==> src/rtl/pixel_stream_out.sv <==
// Pixel output stage: accepts RGB pixels from the ray pipeline, tags them with
// raster markers (sof/eol/eof), buffers them and re-emits them as a video stream.
module pixel_stream_out #(
  parameter int unsigned FIFO_DEPTH = 16
) (
  input  logic        clk,
  input  logic        reset_n,
  input  logic [12:0] image_width,
  input  logic [12:0] image_height,
  input  logic        pixel_valid,
  input  logic [7:0]  pixel_r,
  input  logic [7:0]  pixel_g,
  input  logic [7:0]  pixel_b,
  output logic        pixel_ready,
  output logic [23:0] m_tdata,
  output logic        m_tvalid,
  input  logic        m_tready,
  output logic        m_tuser,
  output logic        m_tlast,
  output logic        frame_done,
  output logic        overflow
);

  localparam int unsigned AW = $clog2(FIFO_DEPTH);
  localparam int unsigned PW = AW + 1;
  localparam int unsigned DW = 13;

  typedef enum logic {IDLE, ACTIVE} state_t;

  typedef struct packed {
    logic       sof;
    logic       eol;
    logic       eof;
    logic [7:0] r;
    logic [7:0] g;
    logic [7:0] b;
  } entry_t;

  state_t          state;
  logic [DW-1:0]   x;
  logic [DW-1:0]   y;
  logic [DW-1:0]   w_q;
  logic [DW-1:0]   h_q;
  logic [PW-1:0]   wr_ptr;
  logic [PW-1:0]   rd_ptr;
  logic [PW-1:0]   count;
  logic            rdy_en;
  entry_t          mem [FIFO_DEPTH];
  entry_t          head;
  entry_t          wr_entry;
  logic            full;
  logic            dims_ok;
  logic            accept;
  logic            pop;
  logic [DW-1:0]   w_cur;
  logic [DW-1:0]   h_cur;
  logic            sof;
  logic            eol;
  logic            eof;

  // Handshake, raster flag and output decode.
  always_comb begin
    count       = wr_ptr - rd_ptr;
    full        = (count == PW'(FIFO_DEPTH));
    dims_ok     = (image_width != '0) && (image_height != '0);
    pixel_ready = rdy_en && !full && ((state == ACTIVE) || dims_ok);
    accept      = pixel_valid && pixel_ready;

    // First pixel of a frame is flagged against the live dimensions.
    w_cur = (state == IDLE) ? image_width  : w_q;
    h_cur = (state == IDLE) ? image_height : h_q;
    sof   = (x == '0) && (y == '0);
    eol   = (x == w_cur - DW'(1));
    eof   = eol && (y == h_cur - DW'(1));

    wr_entry.sof = sof;
    wr_entry.eol = eol;
    wr_entry.eof = eof;
    wr_entry.r   = pixel_r;
    wr_entry.g   = pixel_g;
    wr_entry.b   = pixel_b;

    head     = mem[rd_ptr[AW-1:0]];
    m_tvalid = (wr_ptr != rd_ptr);
    pop      = m_tvalid && m_tready;
    m_tdata  = m_tvalid ? {head.r, head.g, head.b} : 24'h0;
    m_tuser  = m_tvalid && head.sof;
    m_tlast  = m_tvalid && head.eol;
  end

  // Raster state machine; dimensions latched on the first accept of a frame.
  always_ff @(posedge clk or negedge reset_n) begin
    if (!reset_n) begin
      state <= IDLE;
      x     <= '0;
      y     <= '0;
      w_q   <= '0;
      h_q   <= '0;
    end else if (accept) begin
      if (state == IDLE) begin
        w_q <= image_width;
        h_q <= image_height;
      end
      if (eof) begin
        state <= IDLE;
        x     <= '0;
        y     <= '0;
      end else if (eol) begin
        state <= ACTIVE;
        x     <= '0;
        y     <= y + DW'(1);
      end else begin
        state <= ACTIVE;
        x     <= x + DW'(1);
      end
    end
  end

  // FIFO pointers and status outputs.
  always_ff @(posedge clk or negedge reset_n) begin
    if (!reset_n) begin
      wr_ptr     <= '0;
      rd_ptr     <= '0;
      rdy_en     <= 1'b0;
      frame_done <= 1'b0;
      overflow   <= 1'b0;
    end else begin
      rdy_en     <= 1'b1;
      frame_done <= pop && head.eof;
      overflow   <= overflow | (pixel_valid && !pixel_ready);
      if (accept) wr_ptr <= wr_ptr + PW'(1);
      if (pop)    rd_ptr <= rd_ptr + PW'(1);
    end
  end

  // Storage array; contents are qualified by the pointers, so no reset.
  always_ff @(posedge clk) begin
    if (accept) mem[wr_ptr[AW-1:0]] <= wr_entry;
  end

endmodule

==> config.mk <==
export PLATFORM = sky130hd
export DESIGN_NAME = pixel_stream_out
export DESIGN_NICKNAME = d
export VERILOG_FILES = /design/src/rtl/pixel_stream_out.sv
export SDC_FILE = /design/constraint.sdc
export NUM_CORES = 1
export LEC_CHECK = 0
export ABC_AREA = 1
export BUFFER_PORTS_ARGS = -buffer_cell sky130_fd_sc_hd__buf_2
export CAP_MARGIN = 15
export CORE_MARGIN = 8
export CORE_UTILIZATION = 52
export CTS_CLUSTER_DIAMETER = 50
export DETAILED_ROUTE_END_ITERATION = 6
export GPL_ROUTABILITY_DRIVEN = 0
export HOLD_SLACK_MARGIN = 0.06
export PLACE_DENSITY = 0.69
export SETUP_SLACK_MARGIN = 0.2
export SYNTH_ARGS = -nofsm -noshare
export SYNTH_HDL_FRONTEND = slang
export SYNTH_SLANG_ARGS = --single-unit
export TNS_END_PERCENT = 1
==> constraint.sdc <==
create_clock -name clk -period 4.45 [get_ports clk]
set_input_delay 0 -clock clk [delete_from_list [all_inputs] [get_ports clk]]
set_output_delay 0 -clock clk [all_outputs]
set_load 0.005 [all_outputs]
# Word-level counts from Yosys, hierarchy flattened
# Memories as Yosys holds them, arrays and structs flattened.
# Cells that the tools add are included.
[classes]
bitwise_logic = 1
n_shift = 0
n_mux = 10
magnitude_cmp = 0
multipliers = 0
n_div = 0
n_eq_ne = 4
n_reduce_logical = 20
n_addsub = 7
[op_table]
columns = ["operator", "count"]
rows = [
  ["$mux W13", 6],
  ["$add A13 B1 Y13 const B", 2],
  ["$eq A13 B13 Y1", 2],
  ["$logic_not A13 Y1", 2],
  ["$reduce_bool A13 Y1", 2],
  ["$sub A13 B1 Y13 const B", 2],
  ["$mux W24", 1],
  ["$logic_and A1 B1 Y1", 11],
  ["$add A5 B1 Y5 const B", 2],
  ["$eq A5 B5 Y1 const B", 1],
  ["$ne A5 B5 Y1", 1],
  ["$sub A5 B5 Y5", 1],
  ["$mux W1", 3],
  ["$logic_not A1 Y1", 2],
  ["$reduce_and A2 Y1", 1],
  ["$reduce_bool A2 Y1", 1],
  ["$logic_or A1 B1 Y1", 1],
  ["$or A1 B1 Y1", 1],
]
[word_totals]
out_inout_bits = 30
input_bits = 54
mem_bits_ro = 0
memories = 1
ram_bits = 432
regBits = 66
wordCells = 53
latch_bits = 0
[mem_list]
columns = ["memory", "depth", "word_bits", "rd", "rd_ports_with_merged_regs", "write_ports", "line", "source"]
rows = [
  ["mem", 16, 27, 1, 0, 1, "48", "entry_t mem [FIFO_DEPTH];"],
]

# Logic depth before layout (Yosys ltp)
[logic_depth]
depth_word = 8
ltp_mapped = 21
ltp_nobuf = 19

# Worst setup path before layout
# Ideal clock, no wire load.
[synth_path]
kind = "reg2reg"
from = "register rd_ptr[1]"
to = "memory mem[0][0] (netlist bit) (enable)"
period_less_slack_ns = 4.095
arrival_time_ns = 3.684
path_stages_with_launch = 16
setup_slack_ns = 0.355
required_time_ns = 4.039
setup_ns = 0.411
cell_sequence = "dfrtp_1 > clkbuf_1 > inv_1 > clkbuf_1 > clkbuf_1 > ha_1 > nand2_1 > nand2_1 > nand2_1 > nand3_1 > nand4_1 > nand4_2 > clkinv_1 > buf_2 > nand2_1 > nor2_1"
[synth_between]
elab_chain_len = 8
[synth_lines]
columns = ["item", "line", "source"]
rows = [
  ["start: declaration", "45", "logic [PW-1:0] rd_ptr;"],
  ["start signal: assignment", "132", "if (pop) rd_ptr <= rd_ptr + PW'(1);"],
  ["$sub A5 B5 Y5", "63", "count = wr_ptr - rd_ptr;"],
  ["$eq A5 B5 Y1", "64", "full = (count == PW'(FIFO_DEPTH));"],
  ["$logic_not A1 Y1", "66", "pixel_ready = rdy_en && !full && ((state == ACTIVE) || dims_ok);"],
  ["$logic_and A1 B1 Y1 (2 in a row)", "66", ""],
  ["$logic_and A1 B1 Y1", "67", "accept = pixel_valid && pixel_ready;"],
  ["$mux W1", "138", "if (accept) mem[wr_ptr[AW-1:0]] <= wr_entry;"],
  ["$mux W1 (implied by the code)", "138", ""],
  ["end: declaration", "48", ""],
]
# No other way between the ends.

# Final worst setup path
[layout_path]
from = "register rd_ptr[1]"
to = "output m_tdata[10]"
[layout_between]
elab_chain_len = 2
elab_cells_between_ends = 3
[layout_lines]
columns = ["item", "line", "source"]
rows = [
  ["$mem_v2 Z16 W27 or $ne A5 B5 Y1 (tied branches)", "--", ""],
  ["$mux W24 (*)", "86", "m_tdata = m_tvalid ? {head.r, head.g, head.b} : 24'h0;"],
  ["end: declaration", "15", "output logic [23:0] m_tdata,"],
]
# Every way passes the cells marked *; elsewhere a longest branch is shown, timed or not.

==> results by group <==
Pwr
  • Pleak: 9.54 nW
  • Pint: 0.00919 W
  • Sw Share: a little over a third
  • Sw Pwr: slightly above 0.005 W
  • PwrDens: around 560 nW/µm²
  • Comb pwr share: 31.0%
  • Seq pwr share: roughly two fifths
  • Worst vdd ir: roughly 0.43 mV
  • Clock power share: 30.2%

Critical path
  • WS Path Type: flop to output port
  • Critical path capture point type: output port
  • Worst EP required: 4.45 ns
  • Reg2Reg Setup Slack: just over 1 ns
  • Register-to-Register Path Depth: 17
  • CP Launch Point: rd_ptr[1]
  • Crit path launch type: flop
  • Crit Reg-Reg Startpoint: state
  • Reg2reg end: y[2]
  • CP Max Fanout: slightly above 80
  • CP arrival: 3.61 ns
  • Worst Setup EP: m_tdata[10]

Clock tree
  • H-tree depth: 2
  • CTS buffer count: 54
  • TritonCTS clock tree: yes
  • Root buffer cell: clkbuf_16
  • Longest Clk Path Bufs: 3
  • Worst-skew pair later-pin latency: about 0.60 ns
  • Cts repair resizes: 0
  • Setup Buffers After CTS: 0
  • CTS sink count: between 400 and 500
  • Clock slew at reported path FFs: roughly 0.06 ns

Yosys
  • Yosys cell types: 48
  • Top cells by count, synth: edfxtp_1, nand2_1, nor2_1, o21ai_0, inv_1
  • Synth Cell Area: ~22000 µm²
  • Synth Register Bits: between 400 and 500
  • Post-synth EDFFs: 432
  • Async set-reset flop share out of synthesis: a little over an eighth
  • Mean post-synth cell area: ~11 µm²
  • Synth top area cells: edfxtp_1, dfrtp_1, nand2_1, o21ai_0, nor2_1
  • Most common cell in the netlist: edfxtp_1
  • Mapped Cells: ~2000
  • Net Count, Synth: between 2000 and 2500
  • Post-synthesis sequential area ratio: between 60 and 70%
  • Most used flip-flop cell after synthesis: edfxtp_1
  • Yosys warns: 0
  • Largest area contributor in the netlist: edfxtp_1
  • Area share of the largest cell type after synthesis: roughly three fifths

Detailed routing
  • DRC: 0
  • Final Routed Wirelength: ~56000 µm
  • DR vias/cell: around 5.8
  • DR pass1 iterations: 5
  • Post-route ant nets: 0
  • 1st-iter DRT viols: 1563
  • Total number of vias: roughly 16000
  • DR WL/cell: 20.4 µm

STA
  • Fmax: around 280 MHz
  • Tcrit/Tclk final: about four fifths
  • Worst slew pin tran: between 1 and 1.5 ns
  • Final hold vios: 0
  • Max Slew Vio Count: 0
  • Slew margin rel.: between 20% and 30%
  • Final setup vio count: 0
  • RSZ-0062 raised after global routing: no
  • Min cycle time layout: ~3.6 ns
  • Setup TNS: 0 ns
  • Clock skew: approximately 0.020 ns

Layout
  • Share of cells above drive strength 1: 12.1%
  • # nets final: 2215
  • Fill cells: between 3000 and 4000
  • Antenna fix cells: 0
  • Post-route cell area: between 20000 and 30000 µm²
  • Area growth syn-to-layout: 15.1%

Floorplan
  • Die X: around 220 µm
  • Die extent in y: 222 µm
  • # IOs: 84
  • Core Region: between 40000 and 50000 µm²
  • # rows: 75
  • Die area: ~50000 µm²
  • Initial core utilization: 52.5%

Place
  • Port Buffers: 83
  • HPWL after DPL: roughly 32000 µm
  • Post-DP Area: roughly 23000 µm²

Global route
  • First-pass GRT wire length: around 87000 µm
  • Vias in the first global route: approximately 15000
  • GRT Util Overall: approximately 22%
  • Total grt overflow: 0
  • Initial antenna violation count: 0
  • Largest net degree at the start of global routing: between 200 and 250

Flow run
  • Max-Cap Viols: 0

Worst hold path
  • Hold Path Class: primary input to async pin

Status
  • Status: completed
sequential cells by signal (all words and copies together) (netlist names):
name / flops
frame_done: 1
wr_ptr: 5
rdy_en: 1
y: 13
h_q: 13
x: 13
overflow: 1
state: 1
rd_ptr: 5
mem: 432
w_q: 13
repair_timing:
action,CTS,global route
hold buffers,54,0
endpoints found under the setup margin,0,0
endpoints found under the hold margin,483,0
worst min-delay path by stage:
stage                     startpoint    endpoint  cells past startpoint
after floorplan              reset_n  frame_done                      0
after global placement       reset_n      h_q[6]                      1
after detailed placement     reset_n      h_q[6]                      1
after CTS                    reset_n    overflow                      3
after global routing         reset_n      h_q[1]                      3
final                        reset_n      h_q[3]                      3
stage by stage:
step	total power, W	setup WS [ns]	util [%]	hold slack (ns)	std cells
3_3_place_gp	0.00990	1.11	55.0	-0.129	2575
2_1_floorplan	0.00831	0.355	-	-0.296	2021
3_5_place_dp	0.00998	1.07	55.0	-0.122	2575
5_1_grt	0.0150	0.620	60.5	0.203	2727
6_report	0.0143	0.843	60.5	0.161	2727
4_1_cts	0.0143	0.824	60.5	0.151	2727
cell usage in the layout (no fill, tap or decap), types with 3 or more instances in the layout:
cell,n
nor2_4,20
nor2_1,274
o21ai_0,248
nand4_1,15
a21oi_1,15
nand3_2,3
clkinv_1,17
nand2_1,354
nor3_1,15
clkinv_8,5
o211ai_1,8
nor2_2,15
bufinv_16,3
clkbuf_1,7
ha_1,15
inv_2,3
clkbuf_16,55
a31oi_1,27
xor2_1,39
buf_2,83
inv_8,3
clkinv_2,6
or2_2,4
buf_4,33
edfxtp_1,432
o22ai_1,59
nor4_1,7
xnor2_1,5
clkinvlp_4,3
nand2_2,15
dlygate4sd3_1,54
o221ai_1,45
nand3_1,95
inv_1,118
dfrtp_1,64
worst max-delay path, cell delays in order (launching register included):
cell	delay, ns
dfrtp_2	0.60
inv_2	0.12
buf_4	0.31
buf_4	0.74
o21ai_0	0.23
o221ai_1	0.25
o211ai_1	0.13
a31oi_1	0.38
buf_2	0.20
cell families after synthesis:
group	after synthesis	share of synthesized area (%)
simple gates	823	15.8
flops	498	66.5
compound gates	412	10.9
buf+inv	228	4.24
xor+xnor	44	1.75
fa+ha+maj	15	0.853
other cells	1	0.0171
power by group through the flow:
stage	clock (W)	combinational, W	sequential (W)
after floorplan	0	0.00275	0.00556
after global placement	0	0.00428	0.00562
after detailed placement	0	0.00435	0.00563
after CTS	0.00436	0.00442	0.00553
after global routing	0.00454	0.00488	0.00556
final	0.00430	0.00442	0.00554
layer usage:
layer	wire, µm	track usage (%)
met5	0	0
met3	4000	3.12
met2	26300	36.4
met1	24000	30.5
met4	1380	6.80
layout make-up:
type	instances	area (µm²)	share of cell area (%)
clock inverters	36	325	1.29
well taps	539	674	2.67
flip-flops and latches	498	14600	57.8
repair buffers	171	1220	4.84
inverters	126	485	1.92
multi-input cells	1295	6570	25.9
clock buffers	62	1400	5.54
Power figures use the tool's default switching activity.
